`config.mk`:
```
export PLATFORM = sky130hd
export DESIGN_NAME = bank_write_arbiter
export DESIGN_NICKNAME = d
export VERILOG_FILES = /design/src/rtl/bank_write_arbiter.sv
export SDC_FILE = /design/constraint.sdc
export NUM_CORES = 2
export LEC_CHECK = 0
export BUFFER_PORTS_ARGS = -buffer_cell sky130_fd_sc_hd__buf_2
export CAP_MARGIN = 20
export CORE_MARGIN = 1.5
export CORE_UTILIZATION = 30
export CTS_CLUSTER_SIZE = 30
export DETAILED_ROUTE_END_ITERATION = 8
export GPL_TIMING_DRIVEN = 1
export PLACE_DENSITY = 0.51
export SLEW_MARGIN = 20
export SYNTH_ARGS = -nofsm -noshare
export SYNTH_HDL_FRONTEND = slang
export SYNTH_SLANG_ARGS = --single-unit
```
`constraint.sdc`:
```
create_clock -name clk -period 10.2 [get_ports clk]
set_input_delay 2.04 -clock clk [delete_from_list [all_inputs] [get_ports clk]]
set_output_delay 2.04 -clock clk [all_outputs]
set_load 0.005 [all_outputs]
```
`src/rtl/bank_write_arbiter.sv`:
```
// Round-robin write arbiter sharing 8 bank groups among 8 LSU write ports.
// Each bank group has its own rotating priority pointer. Grants are
// combinational (valid/ready), the per-bank write is registered, and a
// saturating counter accumulates stalled requester-cycles.
module bank_write_arbiter #(
  parameter int N_LSU  = 8,
  parameter int N_BG   = 8,
  parameter int DATA_W = 32,
  parameter int CNT_W  = 16
) (
  input  logic                    clk,
  input  logic                    rst_n,
  input  logic [N_LSU-1:0]        lsu_w_valid,
  input  logic [3*N_LSU-1:0]      lsu_w_sel,
  input  logic [DATA_W*N_LSU-1:0] lsu_w_data,
  output logic [N_LSU-1:0]        lsu_w_ready,
  output logic [N_BG-1:0]         bg_wen,
  output logic [DATA_W*N_BG-1:0]  bg_wdata,
  input  logic                    stall_clr,
  output logic [CNT_W-1:0]        stall_cnt
);

  localparam logic [CNT_W-1:0] CNT_MAX = {CNT_W{1'b1}};

  logic [2:0]             rr_ptr_q [N_BG];
  logic [2:0]             rr_ptr_d [N_BG];
  logic [N_BG-1:0]        bg_wen_q, bg_wen_d;
  logic [DATA_W*N_BG-1:0] bg_wdata_q, bg_wdata_d;
  logic [CNT_W-1:0]       stall_cnt_q, stall_cnt_d;

  logic [N_BG-1:0]        bg_hit;
  logic [2:0]             bg_gnt [N_BG];
  logic [2:0]             scan_idx;
  logic [3:0]             stall_pop;
  logic [CNT_W:0]         stall_pop_ext;
  logic [CNT_W:0]         stall_sum;

  // Per bank group: scan LSUs starting at the pointer and take the first requester.
  always_comb begin
    bg_hit   = '0;
    scan_idx = '0;
    for (int b = 0; b < N_BG; b++) begin
      bg_gnt[b] = '0;
    end
    for (int b = 0; b < N_BG; b++) begin
      for (int k = 0; k < N_LSU; k++) begin
        scan_idx = rr_ptr_q[b] + 3'(k);
        if (!bg_hit[b] && lsu_w_valid[scan_idx] &&
            (lsu_w_sel[3*scan_idx +: 3] == 3'(b))) begin
          bg_hit[b] = 1'b1;
          bg_gnt[b] = scan_idx;
        end
      end
    end
  end

  // Ready back to the winning LSUs; nobody is granted while reset is held.
  always_comb begin
    lsu_w_ready = '0;
    for (int b = 0; b < N_BG; b++) begin
      if (bg_hit[b]) begin
        lsu_w_ready[bg_gnt[b]] = 1'b1;
      end
    end
    if (!rst_n) begin
      lsu_w_ready = '0;
    end
  end

  // Next bank writes and pointer advance past each winner.
  always_comb begin
    bg_wen_d   = '0;
    bg_wdata_d = '0;
    for (int b = 0; b < N_BG; b++) begin
      rr_ptr_d[b] = rr_ptr_q[b];
      if (bg_hit[b]) begin
        bg_wen_d[b]                    = 1'b1;
        bg_wdata_d[DATA_W*b +: DATA_W] = lsu_w_data[DATA_W*bg_gnt[b] +: DATA_W];
        rr_ptr_d[b]                    = bg_gnt[b] + 3'd1;
      end
    end
  end

  // Saturating stall count; clear wins over that cycle's increment.
  always_comb begin
    stall_pop     = '0;
    stall_pop_ext = '0;
    for (int i = 0; i < N_LSU; i++) begin
      stall_pop = stall_pop + {3'b000, (lsu_w_valid[i] & ~lsu_w_ready[i])};
    end
    stall_pop_ext[3:0] = stall_pop;
    stall_sum          = {1'b0, stall_cnt_q} + stall_pop_ext;
    if (stall_clr) begin
      stall_cnt_d = '0;
    end else if (stall_sum > {1'b0, CNT_MAX}) begin
      stall_cnt_d = CNT_MAX;
    end else begin
      stall_cnt_d = stall_sum[CNT_W-1:0];
    end
  end

  // State registers with asynchronous clear.
  always_ff @(posedge clk or negedge rst_n) begin
    if (!rst_n) begin
      for (int b = 0; b < N_BG; b++) begin
        rr_ptr_q[b] <= '0;
      end
      bg_wen_q    <= '0;
      bg_wdata_q  <= '0;
      stall_cnt_q <= '0;
    end else begin
      for (int b = 0; b < N_BG; b++) begin
        rr_ptr_q[b] <= rr_ptr_d[b];
      end
      bg_wen_q    <= bg_wen_d;
      bg_wdata_q  <= bg_wdata_d;
      stall_cnt_q <= stall_cnt_d;
    end
  end

  assign bg_wen    = bg_wen_q;
  assign bg_wdata  = bg_wdata_q;
  assign stall_cnt = stall_cnt_q;

endmodule
```
==> summary.md <==
| Metric | Value |
|---|---|
| # setup viols final | `0` |
| Synth Area in Adders | `1.31%` |
| H-tree levels | `2` |
| First-pass GRT wire length | `269000 um` |
| Remaining DRCs | `0` |
| Core ar. | `117000 um^2` |
| Compound-gate portion of the synthesized area | `21.6%` |
| Sequential area share after synthesis | `21.5%` |
| Min Clock Period, post-route | `9.22 ns` |
| Total wire length | `191000 um` |
| PortBufs | `578` |
| Xor/xnor share of the synthesized area | `1.19%` |
| Max-cap viol count | `0` |
| Hold buffers post-CTS | `0` |
| Critical Path RT | `10.75 ns` |
| Cells after Synth | `3790` |
| Yosys top cell by area | `dfrtp_1` |
| Fraction of registers with async set/reset | `100%` |
| Vias/cell | `6.58` |
| Post-synth cell types | `110` |
| Post-CTS sizing | `0` |
| Setup CP Type | `reg -> reg` |
| Clock sinks | `304` |
| Die width | `347 um` |
| Multiplexer share of the synthesized area | `33.0%` |
| Fillcell total | `12000` |
| Most frequent CP cell | `fa_1` |
| Top cell type's share of synthesized area | `21.5%` |
| DR WL/cell | `33.1 um` |
| Hold Crit Class | `reg -> reg` |
| Netlist Area Pre-Place | `35400 um^2` |
| WP data arrival | `9.77 ns` |
| Synth top area cells | `dfrtp_1 21%, mux4_2 15%, mux2i_1 11%` |
| CP max stage delay | `0.70 ns` |
| Clock transition at the registers of the reported paths | `0.07 ns` |
| Initial antenna violation count | `70` |
| Clock skew | `0.0433 ns` |
| Clock buffer depth | `3` |
| Starting density of the core | `30.4%` |
| Reg2Reg Capture Point | `stall_cnt[0]` |
| Slowest-stage cell, CP | `dfrtp_1` |
| Max-slew headroom | `21.0%` |
| Number of synthesized flops with an enable pin | `0` |
| CTS tree | `done` |
| Syn Nets | `4115` |
| Critical Path Sink Type | `register` |
| Multi-input logic area | `26000 um^2` |
| First-pass DRT Iterations | `6` |
| Final Max Slew Viols | `0` |
| Largest net degree at the start of global routing | `121` |
| Achievable Freq | `108 MHz` |
| Reg2reg start | `rr_ptr_q[10]` |
| DRT antenna net count | `0` |
| Synth Flop Type | `dfrtp_1` |
| Layout Nets | `4491` |
| Post-synthesis simple-gate area fraction | `15.7%` |
| Vias in the first global route | `35600` |
| CP max FO | `13` |
| TritonCTS buffer count | `44` |
| Root Buffer | `clkbuf_16` |
| FF/Latch Area | `7610 um^2` |
| Io pins | `579` |
| R2r worst-path depth | `28` |
| Layout cells sized above 1 | `31.1%` |
| Worst Min Path Start | `stall_cnt[12]` |
| Worst hold path endpoint | `stall_cnt[12]` |
| Post-CTS setup repair buffer count | `0` |
| Gp weighted congestion | `0.907` |
| GRT overflow | `0` |
| DR vias | `37900` |
| Overall routing resource usage | `30.4%` |
| DRT iter0 DRCs | `5221` |
| Layout area overhead | `16.5%` |
| Setup TNS | `0 ns` |
| Largest family of logic cells by synthesized area | `multiplexers` |
| Status | `finished, final reports clean` |
| CP Launch Type | `register` |
| DIE HEIGHT | `347 um` |
| Worst skew pair latency | `0.66 ns` |
| DIE AREA | `120000 um^2` |
| WHS Path Cells | `2` |
| Dpl hpwl | `126000 um` |
| Unrepaired setup endpoints after global routing | `no` |
| Row cnt | `125` |
| #FFs+latches synth | `304` |
| R2R setup slack | `0.98 ns` |
| Synth Warn # | `0` |
| Avg Inst Size Synth | `9.35 um^2` |
| Hold Violations, Final | `0` |
| Final worst-path cycle share | `90.4%` |
| Worst-margin pin slew | `1.18 ns` |
-- layout make-up --
class / instances / share of cell area (%)
inverters: 65 / 0.630
clock inverters: 22 / 0.742
clock buffers: 58 / 3.01
diodes: 39 / 0.236
well taps: 1524 / 4.62
repair buffers: 704 / 9.42
flip-flops and latches: 304 / 18.4
multi-input cells: 3047 / 62.9
-- worst max-delay path: cells and delay by family (launching register included) --
family / cells / cell delay (ns)
AOI/OAI and AO/OA: 8 / 1.78
adders and majority gates: 6 / 3.05
buffers and inverters: 5 / 0.91
DFF: 1 / 0.70
muxes: 1 / 0.63
and+or+nand+nor: 8 / 2.06
-- layout by cell type, fill, tap and decap left out, types with 15 or more instances in the layout --
cell       synthesis  routed
nor3_1            49      49
nor4bb_1          26      26
nand3_1           76      76
nand3b_1          25      25
xor2_1            20      20
a32o_1           117     116
nor4b_1           16      16
o221ai_1          91      91
nand4_1           25      25
buf_2            133     577
and2_1            30      28
nor3b_1           17      17
clkbuf_16          0      45
xnor2_1           28      28
or2_2             14      15
o211ai_1          38      38
mux2_2           190     190
nand4b_1          21      21
nand2b_1          29      27
o21ai_0          123     123
buf_4             29     122
mux2i_1          406     406
diode_2            0      39
nor2b_1           26      26
inv_1             47      47
nor2_1           175     172
a22o_1            97      95
a211oi_1          64      64
a21oi_1          136     136
o22ai_1          104     104
a2bb2oi_1         22      22
and3b_1           17      17
mux4_2           241     241
nand2_1          464     462
dfrtp_1          304     304
and3_1            25      25
ha_1              29      29
o21ai_1           40      39
-- cell families after synthesis --
group           Yosys count
simple gates           1100
compound gates         1022
mux                     843
buf+inv                 439
flops                   304
xor+xnor                 48
fa+ha+maj                34
-- cells in the mapped netlist (all sizes together), types with 97 or more instances --
cell type / instances
a32o: 117
clkbuf: 181
mux4: 241
mux2: 196
dfrtp: 304
nand2: 466
buf: 193
a21oi: 136
o22ai: 106
nor2: 179
mux2i: 406
a22o: 97
o21ai: 164
-- metrics by stage --
stage	utilization (%)	instance area, um^2	hold WS [ns]	cells	setup WS, ns
finish	35.4	41300	0.607	5763	0.975
detailed placement	34.0	39600	0.595	5644	0.485
global placement	34.0	39600	0.601	5644	0.532
global route	35.4	41300	0.652	5756	0.415
floorplan	-	35400	0.579	3790	1.40
CTS	35.3	41200	0.604	5724	1.01
-- per-layer routing --
layer	share of wire [%]	global-route usage, %	vias to the layer above	wire length (um)
met3	12	8.36	542	22100
met4	4.9	13.6	28	9400
met5	0.093	0	-	178
li1	-	-	15700	-
met2	44	45.8	2689	83300
met1	40	40.3	18900	75600
-- registers in the layout (all words and copies together) (netlist names) --
| name | cells |
|---|---|
| stall_cnt | 16 |
| bg_wdata | 256 |
| bg_wen | 8 |
| rr_ptr_q | 24 |
-- worst max-delay path by stage --
stage                    from       endpoint  slack [ns]
6_report         rr_ptr_q[10]   stall_cnt[0]        0.98
3_5_place_dp   lsu_w_valid[6]   stall_cnt[1]        0.49
3_3_place_gp     lsu_w_sel[1]   stall_cnt[1]        0.53
4_1_cts          rr_ptr_q[10]   stall_cnt[1]        1.01
2_1_floorplan    lsu_w_sel[2]  stall_cnt[10]        1.40
5_1_grt          rr_ptr_q[10]   stall_cnt[0]        0.42
Power is left out: the tool's default activity adds up to more than one toggle a clock period on the data nets, which glitch-free logic cannot reach.
